$ cat src/rtl/uart_pkg.sv
// Shared types and helpers for the UART transmit arbiter: FSM state encoding,
// bit-period arithmetic and the frame-length formula used by RTL and bench alike.
package uart_pkg;

  typedef enum logic [2:0] {
    IDLE   = 3'd0,
    START  = 3'd1,
    DATA   = 3'd2,
    PARITY = 3'd3,
    STOP   = 3'd4
  } uart_state_e;

  localparam int DATA_BITS = 8;

  function automatic int calc_divisor(input int clk_freq, input int baud);
    return clk_freq / baud;
  endfunction

  // Whole frame in clk cycles: start + data + optional parity + stop bits
  function automatic int frame_len(input int divisor, input int parity_en, input int stop_bits);
    return divisor * (1 + DATA_BITS + parity_en + stop_bits);
  endfunction

  function automatic logic parity_bit(input logic [7:0] data, input logic odd);
    return (^data) ^ odd;
  endfunction

endpackage

$ cat src/rtl/uart_tx_arbiter_if.sv
// Requester-side valid/ready/data bundle shared by all byte producers of one
// uart_tx_arbiter instance.
interface uart_tx_arbiter_if #(
  parameter int N_REQ = 4
);

  logic [N_REQ-1:0]   req_valid;
  logic [N_REQ-1:0]   req_ready;
  logic [8*N_REQ-1:0] req_data;

  modport master (
    output req_valid,
    output req_data,
    input  req_ready
  );

  modport slave (
    input  req_valid,
    input  req_data,
    output req_ready
  );

endinterface

$ cat src/rtl/uart_tx_arbiter_bit_timer.sv
// Frame-aligned bit-period counter: counts 0..DIVISOR-1 while enabled and
// pulses bit_done on the terminal count; clear pins it at zero between frames.
module bit_timer #(
  parameter int DIVISOR = 10
) (
  input  logic clk,
  input  logic rst_n,
  input  logic clear,
  input  logic en,
  output logic bit_done
);

  localparam int            CW   = $clog2(DIVISOR);
  localparam logic [CW-1:0] TERM = CW'(DIVISOR - 1);

  logic [CW-1:0] cnt_r;
  logic          at_term_s;

  assign at_term_s = (cnt_r == TERM);

  // Bit-period counter, wrapping at the terminal count
  always_ff @(posedge clk or negedge rst_n) begin
    if (!rst_n) begin
      cnt_r <= '0;
    end else if (clear) begin
      cnt_r <= '0;
    end else if (en) begin
      if (at_term_s) begin
        cnt_r <= '0;
      end else begin
        cnt_r <= cnt_r + CW'(1'b1);
      end
    end
  end

  assign bit_done = en & ~clear & at_term_s;

endmodule

$ cat src/rtl/uart_tx_arbiter.sv
// Round-robin arbiter sharing one UART transmit line between N_REQ byte
// producers; each granted byte is sent LSB-first with optional parity.
module uart_tx_arbiter
  import uart_pkg::*;
#(
  parameter int  CLK_FREQ   = 50000000,
  parameter int  BAUD_RATE  = 115200,
  parameter int  N_REQ      = 4,
  parameter int  PARITY_EN  = 0,
  parameter int  PARITY_ODD = 0,
  parameter int  STOP_BITS  = 1,
  localparam int ID_W       = (N_REQ > 1) ? $clog2(N_REQ) : 1
) (
  input  logic                clk,
  input  logic                rst_n,
  uart_tx_arbiter_if.slave    req_if,
  output logic                tx,
  output logic                busy,
  output logic [ID_W-1:0]     grant_id
);

  localparam int              DIVISOR   = calc_divisor(CLK_FREQ, BAUD_RATE);
  localparam logic [ID_W-1:0] LAST_ID   = ID_W'(N_REQ - 1);
  localparam logic [ID_W:0]   N_REQ_W   = (ID_W + 1)'(N_REQ);
  localparam logic [2:0]      LAST_STOP = 3'(STOP_BITS - 1);
  localparam logic            ODD_SEL   = (PARITY_ODD != 0);

  if (DIVISOR < 2) begin : g_divisor_chk
    $error("uart_tx_arbiter: CLK_FREQ/BAUD_RATE must be at least 2");
  end
  if ((N_REQ < 2) || (N_REQ > 16)) begin : g_nreq_chk
    $error("uart_tx_arbiter: N_REQ must be in 2..16");
  end
  if ((STOP_BITS < 1) || (STOP_BITS > 2)) begin : g_stop_chk
    $error("uart_tx_arbiter: STOP_BITS must be 1 or 2");
  end

  uart_state_e       state_r;
  uart_state_e       state_nxt_s;
  logic [7:0]        shreg_r;
  logic [7:0]        shreg_nxt_s;
  logic              parity_r;
  logic              parity_nxt_s;
  logic [2:0]        bit_idx_r;
  logic [2:0]        bit_idx_nxt_s;
  logic [ID_W-1:0]   grant_id_r;
  logic [ID_W-1:0]   grant_nxt_s;
  logic [ID_W-1:0]   rr_ptr_r;
  logic [ID_W-1:0]   rr_nxt_s;
  logic              tx_r;
  logic              tx_nxt_s;
  logic              busy_r;
  logic              busy_nxt_s;

  logic              found_s;
  logic [ID_W-1:0]   winner_s;
  logic [ID_W:0]     idx_s;
  logic [7:0]        win_byte_s;
  logic [N_REQ-1:0]  ready_s;
  logic              hs_s;
  logic              timer_clear_s;
  logic              timer_en_s;
  logic              bit_done_s;

  assign timer_clear_s = (state_r == IDLE);
  assign timer_en_s    = (state_r != IDLE);

  bit_timer #(
    .DIVISOR (DIVISOR)
  ) u_bit_timer (
    .clk      (clk),
    .rst_n    (rst_n),
    .clear    (timer_clear_s),
    .en       (timer_en_s),
    .bit_done (bit_done_s)
  );

  // First valid requester searching upward from rr_ptr_r, wrapping at N_REQ
  always_comb begin
    found_s  = 1'b0;
    winner_s = {ID_W{1'b0}};
    idx_s    = {(ID_W + 1){1'b0}};
    for (int k = 0; k < N_REQ; k++) begin
      idx_s = {1'b0, rr_ptr_r} + (ID_W + 1)'(k);
      if (idx_s >= N_REQ_W) begin
        idx_s = idx_s - N_REQ_W;
      end else begin
        idx_s = idx_s;
      end
      if (!found_s && req_if.req_valid[idx_s[ID_W-1:0]]) begin
        found_s  = 1'b1;
        winner_s = idx_s[ID_W-1:0];
      end else begin
        found_s  = found_s;
      end
    end
  end

  // Winner's byte and one-hot ready, offered only while idle
  always_comb begin
    win_byte_s = 8'h00;
    ready_s    = {N_REQ{1'b0}};
    for (int i = 0; i < N_REQ; i++) begin
      if (found_s && (winner_s == ID_W'(i))) begin
        win_byte_s = req_if.req_data[8*i +: 8];
        ready_s[i] = (state_r == IDLE);
      end else begin
        ready_s[i] = 1'b0;
      end
    end
  end

  assign hs_s           = found_s && (state_r == IDLE);
  assign req_if.req_ready = ready_s;

  // Frame FSM next state plus next values of the registered line outputs
  always_comb begin
    state_nxt_s   = state_r;
    shreg_nxt_s   = shreg_r;
    parity_nxt_s  = parity_r;
    bit_idx_nxt_s = bit_idx_r;
    grant_nxt_s   = grant_id_r;
    rr_nxt_s      = rr_ptr_r;
    case (state_r)
      IDLE: begin
        if (hs_s) begin
          shreg_nxt_s   = win_byte_s;
          parity_nxt_s  = parity_bit(win_byte_s, ODD_SEL);
          grant_nxt_s   = winner_s;
          rr_nxt_s      = (winner_s == LAST_ID) ? {ID_W{1'b0}} : winner_s + ID_W'(1'b1);
          bit_idx_nxt_s = 3'd0;
          state_nxt_s   = START;
        end else begin
          state_nxt_s   = IDLE;
        end
      end
      START: begin
        if (bit_done_s) begin
          bit_idx_nxt_s = 3'd0;
          state_nxt_s   = DATA;
        end else begin
          state_nxt_s   = START;
        end
      end
      DATA: begin
        if (bit_done_s) begin
          shreg_nxt_s = {1'b0, shreg_r[7:1]};
          if (bit_idx_r == 3'd7) begin
            bit_idx_nxt_s = 3'd0;
            state_nxt_s   = (PARITY_EN != 0) ? PARITY : STOP;
          end else begin
            bit_idx_nxt_s = bit_idx_r + 3'd1;
          end
        end else begin
          state_nxt_s = DATA;
        end
      end
      PARITY: begin
        if (bit_done_s) begin
          bit_idx_nxt_s = 3'd0;
          state_nxt_s   = STOP;
        end else begin
          state_nxt_s   = PARITY;
        end
      end
      STOP: begin
        // bit_idx_r counts stop bits here so two-stop frames reuse the timer
        if (bit_done_s) begin
          if (bit_idx_r == LAST_STOP) begin
            bit_idx_nxt_s = 3'd0;
            state_nxt_s   = IDLE;
          end else begin
            bit_idx_nxt_s = bit_idx_r + 3'd1;
          end
        end else begin
          state_nxt_s = STOP;
        end
      end
      default: begin
        state_nxt_s = IDLE;
      end
    endcase

    case (state_nxt_s)
      START:   tx_nxt_s = 1'b0;
      DATA:    tx_nxt_s = shreg_nxt_s[0];
      PARITY:  tx_nxt_s = parity_nxt_s;
      STOP:    tx_nxt_s = 1'b1;
      IDLE:    tx_nxt_s = 1'b1;
      default: tx_nxt_s = 1'b1;
    endcase
    busy_nxt_s = (state_nxt_s != IDLE);
  end

  // State, datapath and registered outputs
  always_ff @(posedge clk or negedge rst_n) begin
    if (!rst_n) begin
      state_r    <= IDLE;
      shreg_r    <= 8'h00;
      parity_r   <= 1'b0;
      bit_idx_r  <= 3'd0;
      grant_id_r <= {ID_W{1'b0}};
      rr_ptr_r   <= {ID_W{1'b0}};
      tx_r       <= 1'b1;
      busy_r     <= 1'b0;
    end else begin
      state_r    <= state_nxt_s;
      shreg_r    <= shreg_nxt_s;
      parity_r   <= parity_nxt_s;
      bit_idx_r  <= bit_idx_nxt_s;
      grant_id_r <= grant_nxt_s;
      rr_ptr_r   <= rr_nxt_s;
      tx_r       <= tx_nxt_s;
      busy_r     <= busy_nxt_s;
    end
  end

  assign tx       = tx_r;
  assign busy     = busy_r;
  assign grant_id = grant_id_r;

endmodule

$ cat src/flat_wrapper.sv
// flat-port wrapper written by rule: the top's interface ports become plain ports
module uart_tx_arbiter_flat import uart_pkg::*;
#(
  parameter int  CLK_FREQ   = 50000000,
  parameter int  BAUD_RATE  = 115200,
  parameter int  N_REQ      = 4,
  parameter int  PARITY_EN  = 0,
  parameter int  PARITY_ODD = 0,
  parameter int  STOP_BITS  = 1,
  localparam int ID_W       = (N_REQ > 1) ? $clog2(N_REQ) : 1
)
  (clk, rst_n, tx, busy, grant_id, req_if_req_valid, req_if_req_data, req_if_req_ready);
  uart_tx_arbiter_if #(.N_REQ(N_REQ)) req_if_i ();
  input  logic clk;
  input  logic rst_n;
  output logic tx;
  output logic busy;
  output logic [ID_W-1:0] grant_id;
  input wire logic [$bits(req_if_i.req_valid)-1:0] req_if_req_valid;
  input wire logic [$bits(req_if_i.req_data)-1:0] req_if_req_data;
  output wire logic [$bits(req_if_i.req_ready)-1:0] req_if_req_ready;
  assign req_if_i.req_valid = req_if_req_valid;
  assign req_if_i.req_data = req_if_req_data;
  assign req_if_req_ready = req_if_i.req_ready;
  uart_tx_arbiter #(.CLK_FREQ(CLK_FREQ), .BAUD_RATE(BAUD_RATE), .N_REQ(N_REQ), .PARITY_EN(PARITY_EN), .PARITY_ODD(PARITY_ODD), .STOP_BITS(STOP_BITS)) u_core (.clk(clk), .rst_n(rst_n), .req_if(req_if_i), .tx(tx), .busy(busy), .grant_id(grant_id));
endmodule
$ cat config.mk
export PLATFORM = sky130hd
export DESIGN_NAME = uart_tx_arbiter_flat
export DESIGN_NICKNAME = d
export VERILOG_FILES = /design/src/rtl/uart_pkg.sv /design/src/rtl/uart_tx_arbiter_if.sv /design/src/rtl/uart_tx_arbiter_bit_timer.sv /design/src/rtl/uart_tx_arbiter.sv /design/src/flat_wrapper.sv
export SDC_FILE = /design/constraint.sdc
export NUM_CORES = 1
export LEC_CHECK = 0
export ABC_AREA = 1
export CAP_MARGIN = 20
export CORE_UTILIZATION = 50
export CTS_BUF_LIST = sky130_fd_sc_hd__clkbuf_4 sky130_fd_sc_hd__clkbuf_8
export CTS_CLUSTER_DIAMETER = 50
export DETAILED_ROUTE_END_ITERATION = 10
export HOLD_SLACK_MARGIN = 0.12
export PLACE_DENSITY = 0.77
export SYNTH_ARGS = -nofsm -noshare
export SYNTH_HDL_FRONTEND = slang
export SYNTH_SLANG_ARGS = --single-unit
$ cat constraint.sdc
create_clock -name clk -period 6.1 [get_ports clk]
set_clock_uncertainty 0.15 [all_clocks]
set_input_delay 1.22 -clock clk [delete_from_list [all_inputs] [get_ports clk]]
set_output_delay 1.22 -clock clk [all_outputs]
set_load 0.005 [all_outputs]
==> metrics.cfg, run 1 <==
[run_status]
outcome = completed

[clocking]
htreeDepth = 2
post-cts-setup-buffer-count = 0
clk_pin_slew_ns = 0.07
max-clock-path-buffers = 2
worstSkewPairLatency_ns = 0.29
ctsHoldBuffers = 0
tritoncts = done
clock_sinks = 30
ctsResizeCount = 0
cts-buffers-inserted = 5
cts-root-buf = clkbuf_8

[final_layout]
area_growth_pct = 23.1
multi_input_area_mm2 = 0.00146
final_net_count = 476
regArea_um2 = 752
fillers = 439
diodes = 0
final_layout_size_suffix_gt1_share_pct = 13.0

[timing]
setup_tns_ns = 0
setup_viol = 0
hold_viol = 0
report.final.slew_viol_count = 0
relSlewSlack_pct = 62.9
timing.final.ws_setup_ns = 0.611
max_freq_ghz = 0.182
rsz0062_at_grt = false
post-route-min-period_ns = 5.49
tightest_slew_ns = 0.554
finalCritPeriodShare_pct = 90.0

[placement]
hpwl_um = 4450
dp_slack_ns = 0.626
port_buffers = 45
place_congestion = 0.878

[global_routing]
grt_pass1_vias = 2209
grt-ovfl-total = 0
antenna_found_initial = 0
grt_max_degree = 31
grt_pass1_wl_um = 9200
grt_usage_pct = 22.2

[setup_path]
path_max_fanout = 9
crit_start = req_if_req_valid[3]
start_kind = input pin
cp.required_ns = 4.73
cp-end-kind = output port
worstReg2RegStart = u_core.rr_ptr_r[0]
worstPathArrival_ns = 4.12
criticalPathCategory = input pin to output port

[logic_synthesis]
syn-num-nets = 430
syn_area_per_cell_um2 = 6.62
netlist.top_cell.by_area = dfrtp_1
synth_top_flop_cell = dfrtp_1
seq_area_frac_synth_pct = 29.7
ys_top_cells_by_count = 96 x nand2_1, 58 x inv_1, 45 x nand3_1
yosysWarningCount = 0
synth_edf_count = 0
async_flop_share_pct = 100
synthCells = 383
syn_area_mm2 = 0.00253
synth_area_leaders = dfrtp_1 29%, nand2_1 14%, nand3_1 8.9%
synth_top_area_share_pct = 28.6
synth_cell_type_count = 39
yosysMostFrequentCell = nand2_1
synth_seq_cells = 30

[power]
p_int_mw = 0.348
irDropWorstVdd_mv = 0.0830
clockPowerShare_pct = 34.6
swShare_pct = 29.2
p_leak_nw = 1.64
power_frac_seq_pct = 40.5
powerDensity_mw_per_mm2 = 157
power.switching_mw = 0.143
pwr-share-comb_pct = 24.9

[worst_hold_path]
hp-class = flip-flop to flip-flop
hold_path.startpoint = u_core.u_bit_timer.cnt_r[0]

[route]
totalWireLength_um = 5470
drc = 0
vias = 2454
drt_first_pass_iters = 4
drt-initial-drc-count = 81
wl_per_cell_um = 11.0
postRouteAntennaNets = 0
vias_per_cell = 4.94

[floorplanning]
dieHeight_um = 73.2
die_x_um = 73.2
io_pins = 46
core_area_mm2 = 0.00479
die_area_mm2 = 0.00536
fp-row-count = 25
initial_core_util_pct = 53.0

[flow_run]
drv_cap = 0

[per-stage QoR]
step | total power [mW] | hold slack (ns) | utilization [%] | area, µm² | std cells
final | 0.491 | 0.357 | 65.2 | 3120 | 497
after global routing | 0.520 | 0.379 | 65.2 | 3120 | 497
after CTS | 0.494 | 0.358 | 65.2 | 3120 | 497
after detailed placement | 0.325 | 0.346 | 63.2 | 3030 | 489
after global placement | 0.323 | 0.332 | 63.2 | 3030 | 489
after floorplan | 0.284 | 0.311 | - | 2530 | 383
[flip-flops by register name (all words and copies together), names as in the netlist]
signal	count
u_core.bit_idx_r	3
u_core.busy	1
u_core.grant_id	2
u_core.parity_r	1
u_core.rr_ptr_r	2
u_core.shreg_r	8
u_core.state_r	3
u_core.tx	1
u_core.u_bit_timer.cnt_r	9
[cells by family after synthesis]
group	Yosys count	synth area share [%]
xor+xnor	2	0.691
compound gates	42	10.6
fa+ha+maj	9	4.44
buf+inv	75	12.6
simple gates	225	42.0
flops	30	29.7
[final cells by class]
| class | instances | share of cell area, % |
|---|---|---|
| clock buffers | 7 | 2.89 |
| inverters | 66 | 8.18 |
| multi-input cells | 278 | 46.9 |
| flip-flops and latches | 30 | 24.1 |
| well taps | 67 | 2.69 |
| clock inverters | 1 | 0.160 |
| repair buffers | 48 | 15.2 |
[final timing paths]
path                                                    end  slack (ns)  cells past startpoint
worst min register to register  u_core.u_bit_timer.cnt_r[0]        0.36                      1
worst min-delay path            u_core.u_bit_timer.cnt_r[0]        0.36                      1
max in group asynchronous                         u_core.tx        4.31                      2
worst max-delay path                    req_if_req_ready[2]        0.61                     15
min in group asynchronous       u_core.u_bit_timer.cnt_r[4]        1.16                      2
worst max register to register              u_core.parity_r        2.35                     22
[placed cells by master, fill, tap and decap left out, types with 2 or more instances in the layout]
master and instances:
a21oi_2 2, o221ai_1 4, nand3b_1 3, a21oi_1 10
nand4_1 2, dfrtp_1 29, nand2_2 17, o211ai_1 4
nor2_1 41, or2_2 4, nand3_1 45, inv_1 58
inv_2 7, nand2_4 3, nand2_1 96, nand3_2 4
clkbuf_8 6, nor2_4 2, nor3_1 3, clkdlybuf4s50_1 45
o21ai_0 15, ha_1 9, o21a_1 2, buf_4 3
[metal layers]
layer  up-vias  global-route usage, %  wire, µm
li1       1301                      -         -
met1      1087                   26.1      2500
met2        54                   39.4      2640
met3        12                   4.28       189
met4         0                   8.71       139
met5         -                      0         0
[power by group through the flow]
stage | clock network (mW) | registers [mW] | logic [mW]
after floorplan | 0 | 0.203 | 0.0811
after global placement | 0 | 0.203 | 0.120
after detailed placement | 0 | 0.203 | 0.123
after CTS | 0.172 | 0.199 | 0.123
after global routing | 0.183 | 0.199 | 0.138
final | 0.170 | 0.199 | 0.122
[critical path, stage by stage]
cell,delay [ns]
clkdlybuf4s50_1,0.43
inv_1,0.08
nand2_2,0.06
nand3_1,0.15
nand2_2,0.09
nor2_4,0.15
nand2_1,0.08
or2_2,0.30
nand4_1,0.07
o21ai_0,0.18
inv_1,0.14
ha_1,0.39
nand2_4,0.15
nor2_1,0.12
clkdlybuf4s50_1,0.52
Power figures use the tool's default switching activity.
==> run 2, diff against run 1 <==
--- a/config.mk
+++ b/config.mk
@@ -7,12 +7,14 @@
 export LEC_CHECK = 0
 export ABC_AREA = 1
 export CAP_MARGIN = 20
-export CORE_UTILIZATION = 50
+export CELL_PAD_IN_SITES_DETAIL_PLACEMENT = 0
+export CELL_PAD_IN_SITES_GLOBAL_PLACEMENT = 1
+export CORE_UTILIZATION = 41
 export CTS_BUF_LIST = sky130_fd_sc_hd__clkbuf_4 sky130_fd_sc_hd__clkbuf_8
 export CTS_CLUSTER_DIAMETER = 50
 export DETAILED_ROUTE_END_ITERATION = 10
 export HOLD_SLACK_MARGIN = 0.12
-export PLACE_DENSITY = 0.77
+export PLACE_DENSITY_LB_ADDON = 0.1
 export SYNTH_ARGS = -nofsm -noshare
 export SYNTH_HDL_FRONTEND = slang
 export SYNTH_SLANG_ARGS = --single-unit
==> run 2 against run 1 <==
  * Worst hold slack worse by 0.017 ns
  * Clock power decreased by 3%
  * Sequential share of layout area fell by 0.077 points
  * Combinational power barely moved
  * Sequential cell count is the same
  * Die area grew 21%
  * First-iteration DRC count fell by 16%
  * Routed wire length increased by 1.1%
  * Maximum frequency grew 0.28%
  * Via count is 2.0% lower
  * Sequential power is essentially flat
  * Count of clock-buffer cells in the layout stayed put
  * Largest power group unchanged
  * Highest routed layer unchanged
==> metrics.cfg, run 2 (synthesis results as in run 1) <==
[flow_run]
drv_cap = 0  ; unchanged

[floorplanning]
io_pins = 46  ; unchanged
die_x_um = 80.6  ; was 73.2 µm
core_area_mm2 = 0.00596  ; was 0.00479 mm²
fp-row-count = 28  ; was 25
initial_core_util_pct = 42.6  ; was 53.0%
die_area_mm2 = 0.00650  ; was 0.00536 mm²
dieHeight_um = 80.6  ; was 73.2 µm

[clocking]
clock_sinks = 30  ; unchanged
worstSkewPairLatency_ns = 0.28  ; was 0.29 ns
cts-root-buf = clkbuf_8  ; unchanged
htreeDepth = 2  ; unchanged
ctsHoldBuffers = 0  ; unchanged
max-clock-path-buffers = 2  ; unchanged
clk_pin_slew_ns = 0.06  ; was 0.07 ns
tritoncts = done  ; unchanged
cts-buffers-inserted = 5  ; unchanged
post-cts-setup-buffer-count = 0  ; unchanged
ctsResizeCount = 0  ; unchanged

[route]
drt_first_pass_iters = 4  ; unchanged
totalWireLength_um = 5530  ; was 5470 µm
drt-initial-drc-count = 68  ; was 81
wl_met3_um = 219  ; was 189 µm
wl_met1_um = 2730  ; was 2500 µm
postRouteAntennaNets = 0  ; unchanged
drc = 0  ; unchanged
wl_per_cell_um = 11.0  ; about the same
top_layer_used = met4  ; unchanged
vias = 2405  ; was 2454
vias_per_cell = 4.76  ; was 4.94
wl_met2_um = 2520  ; was 2640 µm

[setup_path]
worstPathArrival_ns = 4.10  ; was 4.12 ns
path_max_fanout = 9  ; unchanged
cpPeakStageDelay_ns = 0.51  ; was 0.52 ns
critPathBufInv = 4  ; unchanged
cp.required_ns = 4.73  ; about the same
criticalPathCategory = input pin to output port  ; unchanged
start_kind = input pin  ; unchanged
cpMaxStageDelayCell = clkdlybuf4s50_1  ; unchanged
cp-end-kind = output port  ; unchanged
path_cells = clkdlybuf4s50_1 -> inv_1 -> nand2_2 -> nand3_1 -> nand2_2 -> nor2_4 -> nand2_1 -> or2_2 -> nand4_1 -> o21ai_0 -> inv_1 -> ha_1 -> nand2_4 -> nor2_1 -> clkdlybuf4s50_1  ; unchanged
critical_path.top_delay_family = simple AND/OR/NAND/NOR gates  ; was buffers and inverters

[global_routing]
grt_usage_pct = 18.4  ; was 22.2%
antenna_found_initial = 0  ; unchanged
grt_pass1_vias = 2116  ; was 2209
grt-ovfl-total = 0  ; unchanged
grt_pass1_wl_um = 9320  ; was 9200 µm
grt_max_degree = 31  ; unchanged

[placement]
hpwl_um = 4490  ; was 4450 µm
port_buffers = 45  ; unchanged
place_congestion = 0.808  ; was 0.878
placed_cells = 497  ; was 489

[timing]
setup_viol = 0  ; unchanged
rsz0062_at_grt = false  ; unchanged
report.final.slew_viol_count = 0  ; unchanged
setup_tns_ns = 0  ; unchanged
hold_viol = 0  ; unchanged
tightest_slew_ns = 0.559  ; was 0.554 ns
relSlewSlack_pct = 62.6  ; was 62.9%
post-route-min-period_ns = 5.47  ; was 5.49 ns
max_freq_ghz = 0.183  ; was 0.182 GHz
finalCritPeriodShare_pct = 89.7  ; was 90.0%

[final_layout]
layout.cells.most_common = nand2_1  ; unchanged
largest_reg_flops = 9  ; unchanged
reg_top3 = u_core.u_bit_timer.cnt_r: 9 flops, u_core.shreg_r: 8 flops  ; unchanged
diodes = 0  ; unchanged
largest-register = u_core.u_bit_timer.cnt_r  ; unchanged
final_cells = 505  ; was 497
final_net_count = 476  ; unchanged
area_growth_pct = 23.5  ; was 23.1%
final_layout_size_suffix_gt1_share_pct = 13.0  ; unchanged
fillers = 620  ; was 439
final_cell_mix = 96 x nand2_1, 58 x inv_1, 45 x nand3_1, 45 x clkdlybuf4s50_1, 41 x nor2_1  ; unchanged

[power]
pwr-share-comb_pct = 25.2  ; was 24.9%
powerDensity_mw_per_mm2 = 155  ; was 157 mW/mm²
power_frac_seq_pct = 40.9  ; was 40.5%
power.switching_mw = 0.139  ; was 0.143 mW
irDropWorstVdd_mv = 0.115  ; was 0.0830 mV
swShare_pct = 28.5  ; was 29.2%
p_int_mw = 0.348  ; about the same
clockPowerShare_pct = 34.0  ; was 34.6%
power.total_mw = 0.487  ; was 0.491 mW
p_leak_nw = 1.64  ; unchanged

[worst_hold_path]
hp-class = flip-flop to flip-flop  ; unchanged

[run_status]
outcome = completed  ; unchanged

==> run 2: cell counts in the layout (fill, tap and decap cells not counted) <==
No cell type changed its count.
==> run 2: per-stage QoR <==
stage | instance area (µm²) | setup WS (ns) | hold WS [ns] | utilization [%]
3_3_place_gp | 3040 | 0.722 | 0.334 | 51.0
4_1_cts | 3130 | 0.608 | 0.344 | 52.6
6_report | 3130 | 0.627 | 0.340 | 52.6
2_1_floorplan | 2530 | 1.75 | 0.311 | -
5_1_grt | 3130 | 0.346 | 0.377 | 52.6
3_5_place_dp | 3040 | 0.655 | 0.336 | 51.0
==> run 2: path summary, 6_finish.rpt <==
kind	from	to	slack, ns	depth (start not counted)
max	req_if_req_valid[3]	req_if_req_ready[2]	0.63	15
min	u_core.u_bit_timer.cnt_r[0]	u_core.u_bit_timer.cnt_r[0]	0.34	1
max in group asynchronous	rst_n	u_core.tx	4.31	2
min reg2reg	u_core.u_bit_timer.cnt_r[0]	u_core.u_bit_timer.cnt_r[0]	0.34	1
max reg2reg	u_core.rr_ptr_r[0]	u_core.parity_r	2.38	24
min in group asynchronous	rst_n	u_core.u_bit_timer.cnt_r[5]	1.18	2
==> run 2: layer usage <==
| metal | vias to the layer above | global-route usage (%) |
|---|---|---|
| met5 | - | 0 |
| met4 | 0 | 4.82 |
| met3 | 5 | 3.41 |
| met2 | 53 | 31.1 |
| met1 | 1047 | 23.8 |
| li1 | 1300 | - |
==> run 2: cell type report <==
class / instances / area [µm²] / area share [%]
clock buffers: 7 / 90.1 / 2.88
clock inverters: 1 / 5.00 / 0.160
inverters: 66 / 255 / 8.15
multi-input cells: 278 / 1460 / 46.7
flip-flops and latches: 30 / 752 / 24.0
well taps: 75 / 93.8 / 3.00
repair buffers: 48 / 473 / 15.1
==> run 2: power by group through the flow <==
stage          sequential (mW)  clock, mW  combinational [mW]
6_report                 0.199      0.165               0.122
5_1_grt                  0.199      0.177               0.138
4_1_cts                  0.199      0.170               0.124
3_5_place_dp             0.203          0               0.124
3_3_place_gp             0.203          0               0.123
2_1_floorplan            0.203          0              0.0811
